===== src/rtl/imuldiv_ctrl.sv =====
// rtl/imuldiv_ctrl.sv - iterative multiply/divide sequencer owning the HI/LO registers
module imuldiv_ctrl #(
  parameter int DATA_WIDTH = 32
) (
  input  logic                  clk,
  input  logic                  rst,
  input  logic                  i_valid,
  input  logic [3:0]            i_op,
  input  logic                  i_drop,
  input  logic [DATA_WIDTH-1:0] i_rs,
  input  logic [DATA_WIDTH-1:0] i_rt,
  output logic                  o_busy,
  output logic                  o_stall,
  output logic [DATA_WIDTH-1:0] o_result
);
  localparam int W  = DATA_WIDTH;
  localparam int CW = $clog2(DATA_WIDTH);

  localparam logic [3:0] OP_MULT  = 4'd1;
  localparam logic [3:0] OP_MULTU = 4'd2;
  localparam logic [3:0] OP_DIV   = 4'd3;
  localparam logic [3:0] OP_DIVU  = 4'd4;
  localparam logic [3:0] OP_MTHI  = 4'd5;
  localparam logic [3:0] OP_MTLO  = 4'd6;
  localparam logic [3:0] OP_MFHI  = 4'd7;
  localparam logic [3:0] OP_MFLO  = 4'd8;

  typedef enum logic [1:0] {S_IDLE, S_MUL, S_DIV, S_FIX} state_t;

  state_t          state_q;
  logic [CW-1:0]   cnt_q;
  logic [W-1:0]    hi_q, lo_q;
  // a_q: multiplicand for MUL, divisor for DIV
  logic [W-1:0]    a_q;
  // acc_q: {upper product, multiplier} for MUL, {remainder, dividend/quotient} for DIV
  logic [2*W-1:0]  acc_q;
  logic [W-1:0]    rs_raw_q;
  logic            is_div_q, neg_q, dsign_q, dz_q;

  logic            hilo_op, req, accept, signed_op;
  logic [W-1:0]    mag_rs, mag_rt;
  logic [W:0]      mul_sum;
  logic [2*W-1:0]  mul_acc_d, mul_fix_d;
  logic [W:0]      div_shift, div_diff;
  logic            div_qbit;
  logic [W-1:0]    div_rem;
  logic [2*W-1:0]  div_acc_d;
  logic [W-1:0]    div_q_fix, div_r_fix;

  // Issue decode, operand magnitudes and one-bit iteration datapaths
  always_comb begin
    hilo_op   = (i_op >= OP_MULT) && (i_op <= OP_MFLO);
    req       = i_valid && !i_drop && hilo_op;
    o_busy    = (state_q != S_IDLE);
    accept    = req && !o_busy;
    o_stall   = req && o_busy;
    o_result  = (i_op == OP_MFHI) ? hi_q : (i_op == OP_MFLO) ? lo_q : '0;
    signed_op = (i_op == OP_MULT) || (i_op == OP_DIV);
    mag_rs    = (signed_op && i_rs[W-1]) ? -i_rs : i_rs;
    mag_rt    = (signed_op && i_rt[W-1]) ? -i_rt : i_rt;

    mul_sum   = {1'b0, acc_q[2*W-1:W]} + (acc_q[0] ? {1'b0, a_q} : '0);
    mul_acc_d = {mul_sum, acc_q[W-1:1]};
    mul_fix_d = neg_q ? -acc_q : acc_q;

    div_shift = {acc_q[2*W-1:W], acc_q[W-1]};
    div_diff  = div_shift - {1'b0, a_q};
    div_qbit  = !div_diff[W];
    div_rem   = div_qbit ? div_diff[W-1:0] : div_shift[W-1:0];
    div_acc_d = {div_rem, acc_q[W-2:0], div_qbit};
    div_q_fix = neg_q   ? -acc_q[W-1:0]   : acc_q[W-1:0];
    div_r_fix = dsign_q ? -acc_q[2*W-1:W] : acc_q[2*W-1:W];
  end

  // Sequencer FSM and HI/LO ownership
  always_ff @(posedge clk) begin
    if (rst) begin
      state_q  <= S_IDLE;
      cnt_q    <= '0;
      hi_q     <= '0;
      lo_q     <= '0;
      a_q      <= '0;
      acc_q    <= '0;
      rs_raw_q <= '0;
      is_div_q <= 1'b0;
      neg_q    <= 1'b0;
      dsign_q  <= 1'b0;
      dz_q     <= 1'b0;
    end else begin
      case (state_q)
        S_IDLE: begin
          if (accept) begin
            case (i_op)
              OP_MULT, OP_MULTU: begin
                state_q  <= S_MUL;
                is_div_q <= 1'b0;
                a_q      <= mag_rs;
                acc_q    <= {{W{1'b0}}, mag_rt};
              end
              OP_DIV, OP_DIVU: begin
                state_q  <= S_DIV;
                is_div_q <= 1'b1;
                a_q      <= mag_rt;
                acc_q    <= {{W{1'b0}}, mag_rs};
              end
              OP_MTHI: hi_q <= i_rs;
              OP_MTLO: lo_q <= i_rs;
              default: ;
            endcase
            cnt_q    <= CW'(W - 1);
            rs_raw_q <= i_rs;
            neg_q    <= signed_op && (i_rs[W-1] ^ i_rt[W-1]);
            dsign_q  <= signed_op && i_rs[W-1];
            dz_q     <= (i_rt == '0);
          end
        end
        S_MUL: begin
          acc_q <= mul_acc_d;
          if (cnt_q == '0) state_q <= S_FIX;
          else cnt_q <= cnt_q - 1'b1;
        end
        S_DIV: begin
          acc_q <= div_acc_d;
          if (cnt_q == '0) state_q <= S_FIX;
          else cnt_q <= cnt_q - 1'b1;
        end
        S_FIX: begin
          state_q <= S_IDLE;
          if (!is_div_q) begin
            {hi_q, lo_q} <= mul_fix_d;
          end else if (dz_q) begin
            lo_q <= '1;
            hi_q <= rs_raw_q;
          end else begin
            lo_q <= div_q_fix;
            hi_q <= div_r_fix;
          end
        end
        default: state_q <= S_IDLE;
      endcase
    end
  end
endmodule

===== config.mk =====
export PLATFORM = sky130hd
export DESIGN_NAME = imuldiv_ctrl
export DESIGN_NICKNAME = d
export VERILOG_FILES = /design/src/rtl/imuldiv_ctrl.sv
export SDC_FILE = /design/constraint.sdc
export NUM_CORES = 1
export LEC_CHECK = 0
export CAP_MARGIN = 10
export CORE_MARGIN = 5
export CORE_UTILIZATION = 30
export DETAILED_ROUTE_END_ITERATION = 12
export PLACE_DENSITY = 0.47
export SETUP_SLACK_MARGIN = 0.05
export SLEW_MARGIN = 20
export SYNTH_ARGS = -nofsm -noshare
export SYNTH_HDL_FRONTEND = slang
export SYNTH_SLANG_ARGS = --single-unit

===== constraint.sdc =====
create_clock -name clk -period 9.21 [get_ports clk]
set_input_delay 2.763 -clock clk [delete_from_list [all_inputs] [get_ports clk]]
set_output_delay 2.763 -clock clk [all_outputs]
set_load 0.1 [all_outputs]

==> summary.md <==
| Metric | Value |
|---|---|
| Crit-path cells | clkdlybuf4s50_1, nor3_1, and2_1, buf_4, nor2_1, nor3_1, buf_4 |
| Routed wire length | 75.3 mm |
| Critical path's largest stage delay | 0.57 ns |
| First drt pass iteration count | 6 |
| # resized after CTS | 0 |
| Post-synth EDFFs | 0 |
| Final Power | about 0.0037 W |
| DIE HEIGHT | 250 um |
| Fillers | roughly 6000 |
| Final Skew | 0.0190 ns |
| DRC Markers | 0 |
| Hold Buf Count CTS | 0 |
| Buffers on Ports | 105 |
| First-pass GRT wire length | 112 mm |
| CTS Buffer Depth | 3 |
| Row count | 88 |
| Core Area | 0.0574 mm2 |
| R2R Path End | acc_q[56] |
| Buf/Inv on CP | 3 |
| Mapped cell area | 0.0173 mm2 |
| Largest net degree at the start of global routing | 83 |
| Post-CTS setup buffer count | 0 |
| Mapped Cells | about 2400 |
| Reg2reg path depth | 12 |
| Minimum setup slack among reg-to-reg paths | 4.86 ns |
| Initial antenna violation count | 3 |
| Critical path peak fanout | 33 |
| Via count | 18370 |
| Syn Area/Cell | just over 7 um2 |
| Post-synthesis sequential area ratio | 0.235 |
| Root buf cell | clkbuf_16 |
| Die W | 250 um |
| Via-to-Cell Ratio | 5.81 |
| Layout Cells excl Fill | 3162 |
| H-tree levels | 1 |
| Fmax | 0.132 GHz |
| Top FF cell, synth | dfxtp_1 |
| Final hold vios | 0 |
| Leading area contributor after synthesis | dfxtp_1 |
| Period minus WS final | 7.55 ns |
| Hpwl dp | roughly 56 mm |
| Gr ovfl total | 0 |
| Initial Utilization | 0.301 |
| Slew Limit Fails | 0 |
| Worst Setup Path Type | in2out |
| Top cell type's share of synthesized area | 0.235 |
| Initial DRC count | 1618 |
| CP Capture Point | o_stall |
| Status | completed |
| Synth cell types | 94 |
| CTS Buf Count | 27 |
| Net Count, Synth | 2554 |
| # clock sinks | 203 |
| CTS clk-pin slew, worst paths | 0.06 ns |
| Post-Route Setup TNS | 0 ns |
| Worst-skew pair later-pin latency | 0.58 ns |
| Slew HR | 0.278 |
| Worst-path cell with the longest stage delay | clkdlybuf4s50_1 |
| Max VDD drop | ~220 uV |
| Max-cap violation count | 0 |
| Final Setup Violations | 0 |
| Hold Path Class | reg2reg |
| Type of origin of the critical path | primary input |
| FFs w/ async S/R, synth | 0 |
| Layout cells sized above 1 | 0.0714 |
| Arr. time, crit path | 4.79 ns |
| Seq cells post-synth | 203 |
| Post-route ant nets | 0 |
| Worst Tran Pin Value | 1.08 ns |
| Crit. End Element | primary output |
| Crit path launch | i_op[0] |
| Worst reg2reg path startpoint | acc_q[32] |
| Vias in the first global route | 17763 |
| Area grow syn2layout | 13.9% |
| P_leak | 7.24 nW |
| Gp weighted congestion | just over 0.9 |
| Final worst path period share | 0.820 |
| Num ports | between 100 and 150 |
| Post-DR wirelength/cell | 23.8 um |
| Nets | ~2500 |
| Delay-heaviest family, CP | buffers and inverters |
| Die Area | 0.0625 mm2 |
| TritonCTS clock tree | built |
| Synth Warn # | 0 |
| Crit path required time | ~6.5 ns |
| Stages on worst setup path | 7 |
| GRT Total Usage | 0.227 |
| Power per cell area | ~190 mW/mm2 |
| Synth area leaders | dfxtp_1 24%, a21oi_1 8.8%, nand2_1 7.0% |
| Dpl cells | 3111 |
| RSZ-0062 raised after global routing | false |
metrics by stage:
stage	area, um2	hold WS, ns	setup WS, ns	utilization
after detailed placement	18700	0.446	1.31	0.326
final	19700	0.453	1.66	0.343
after global routing	19700	0.469	1.46	0.343
after CTS	19700	0.454	1.30	0.343
after global placement	18700	0.442	1.44	0.326
after floorplan	17300	0.432	0.926	-
power by group:
part	internal (W)	switching [W]
logic	0.000505	0.000896
clock network	0.000701	0.000455
registers	0.000972	0.000184
worst register-to-register path, delay by kind of cell, from the launching register on:
| family | cells | cell delay, ns |
|---|---|---|
| buf+inv | 2 | 0.70 |
| simple gates | 2 | 0.47 |
| mux | 2 | 0.58 |
| flops | 1 | 0.60 |
| fa+ha+maj | 1 | 0.47 |
| compound gates | 5 | 1.41 |
synth_stat cells (18+ instances only):
master    instances
a31oi_1          20
nor3_1           58
a22oi_1          27
o21ai_1          19
o31ai_1          23
a22o_1           39
ha_1             76
buf_2            22
a21o_1           34
nand2_1         322
o221ai_1         43
mux2i_1          33
nand2b_1         18
a21oi_1         305
xnor2_1         119
clkbuf_1        160
nor2_1          167
o21ai_0         154
a211oi_1         33
xor2_1           57
o211ai_1         43
nand3_1          43
or3_1            19
dfxtp_1         203
inv_1            78
layer usage:
metal  global-route usage  vias up  part of all wire
met5                    0        -           0.00017
met4               0.0702        2             0.036
met3               0.0232      148             0.047
met2                0.391      642              0.48
met1                0.300     8882              0.44
li1                     -     8696                 -
sequential cells by signal (all words and copies together), names as in the netlist:
| name | count |
|---|---|
| a_q | 32 |
| acc_q | 64 |
| cnt_q | 5 |
| dsign_q | 1 |
| dz_q | 1 |
| hi_q | 32 |
| is_div_q | 1 |
| lo_q | 32 |
| neg_q | 1 |
| rs_raw_q | 32 |
| state_q | 2 |
worst min-delay path by stage:
| stage | startpoint | endpoint | slack (ns) | cells past startpoint |
|---|---|---|---|---|
| after global routing | hi_q[12] | hi_q[12] | 0.47 | 2 |
| after CTS | a_q[25] | a_q[25] | 0.45 | 2 |
| after detailed placement | a_q[25] | a_q[25] | 0.45 | 2 |
| final | a_q[25] | a_q[25] | 0.45 | 2 |
| after global placement | rs_raw_q[17] | rs_raw_q[17] | 0.44 | 2 |
| after floorplan | lo_q[0] | lo_q[0] | 0.43 | 2 |
cells by family (layout without fill, tap and decap cells):
group,after synthesis,in the layout,share of synthesized area
fa+ha+maj,78,78,0.0574
flops,203,203,0.235
xor+xnor,176,176,0.0892
compound gates,867,867,0.321
simple gates,763,763,0.210
buf+inv,278,270,0.0640
other cells,0,1,0
mux,39,39,0.0230
area by class of cell:
cell class / count / area [um2] / share of cell area
Antenna cell: 1 / 2.50 / 0.000127
Clock buffer: 36 / 769 / 0.0391
Clock inverter: 14 / 194 / 0.00986
Inverter: 81 / 304 / 0.0155
Multi-Input combinational cell: 1923 / 12200 / 0.618
Sequential cell: 203 / 4070 / 0.207
Tap cell: 765 / 957 / 0.0487
Timing Repair Buffer: 139 / 1220 / 0.0621
cells in the final DEF (no fill, tap or decap), drive strengths merged, types with 61 or more instances in the layout:
cell type	netlist	layout
o21ai	173	173
xnor2	119	119
dfxtp	203	203
a21oi	306	306
nor2	167	167
nand2	323	323
ha	76	76
inv	78	79
clkdlybuf4s50	0	71
buf	37	68
nor3	61	61
(Power assumes the default switching activity.)
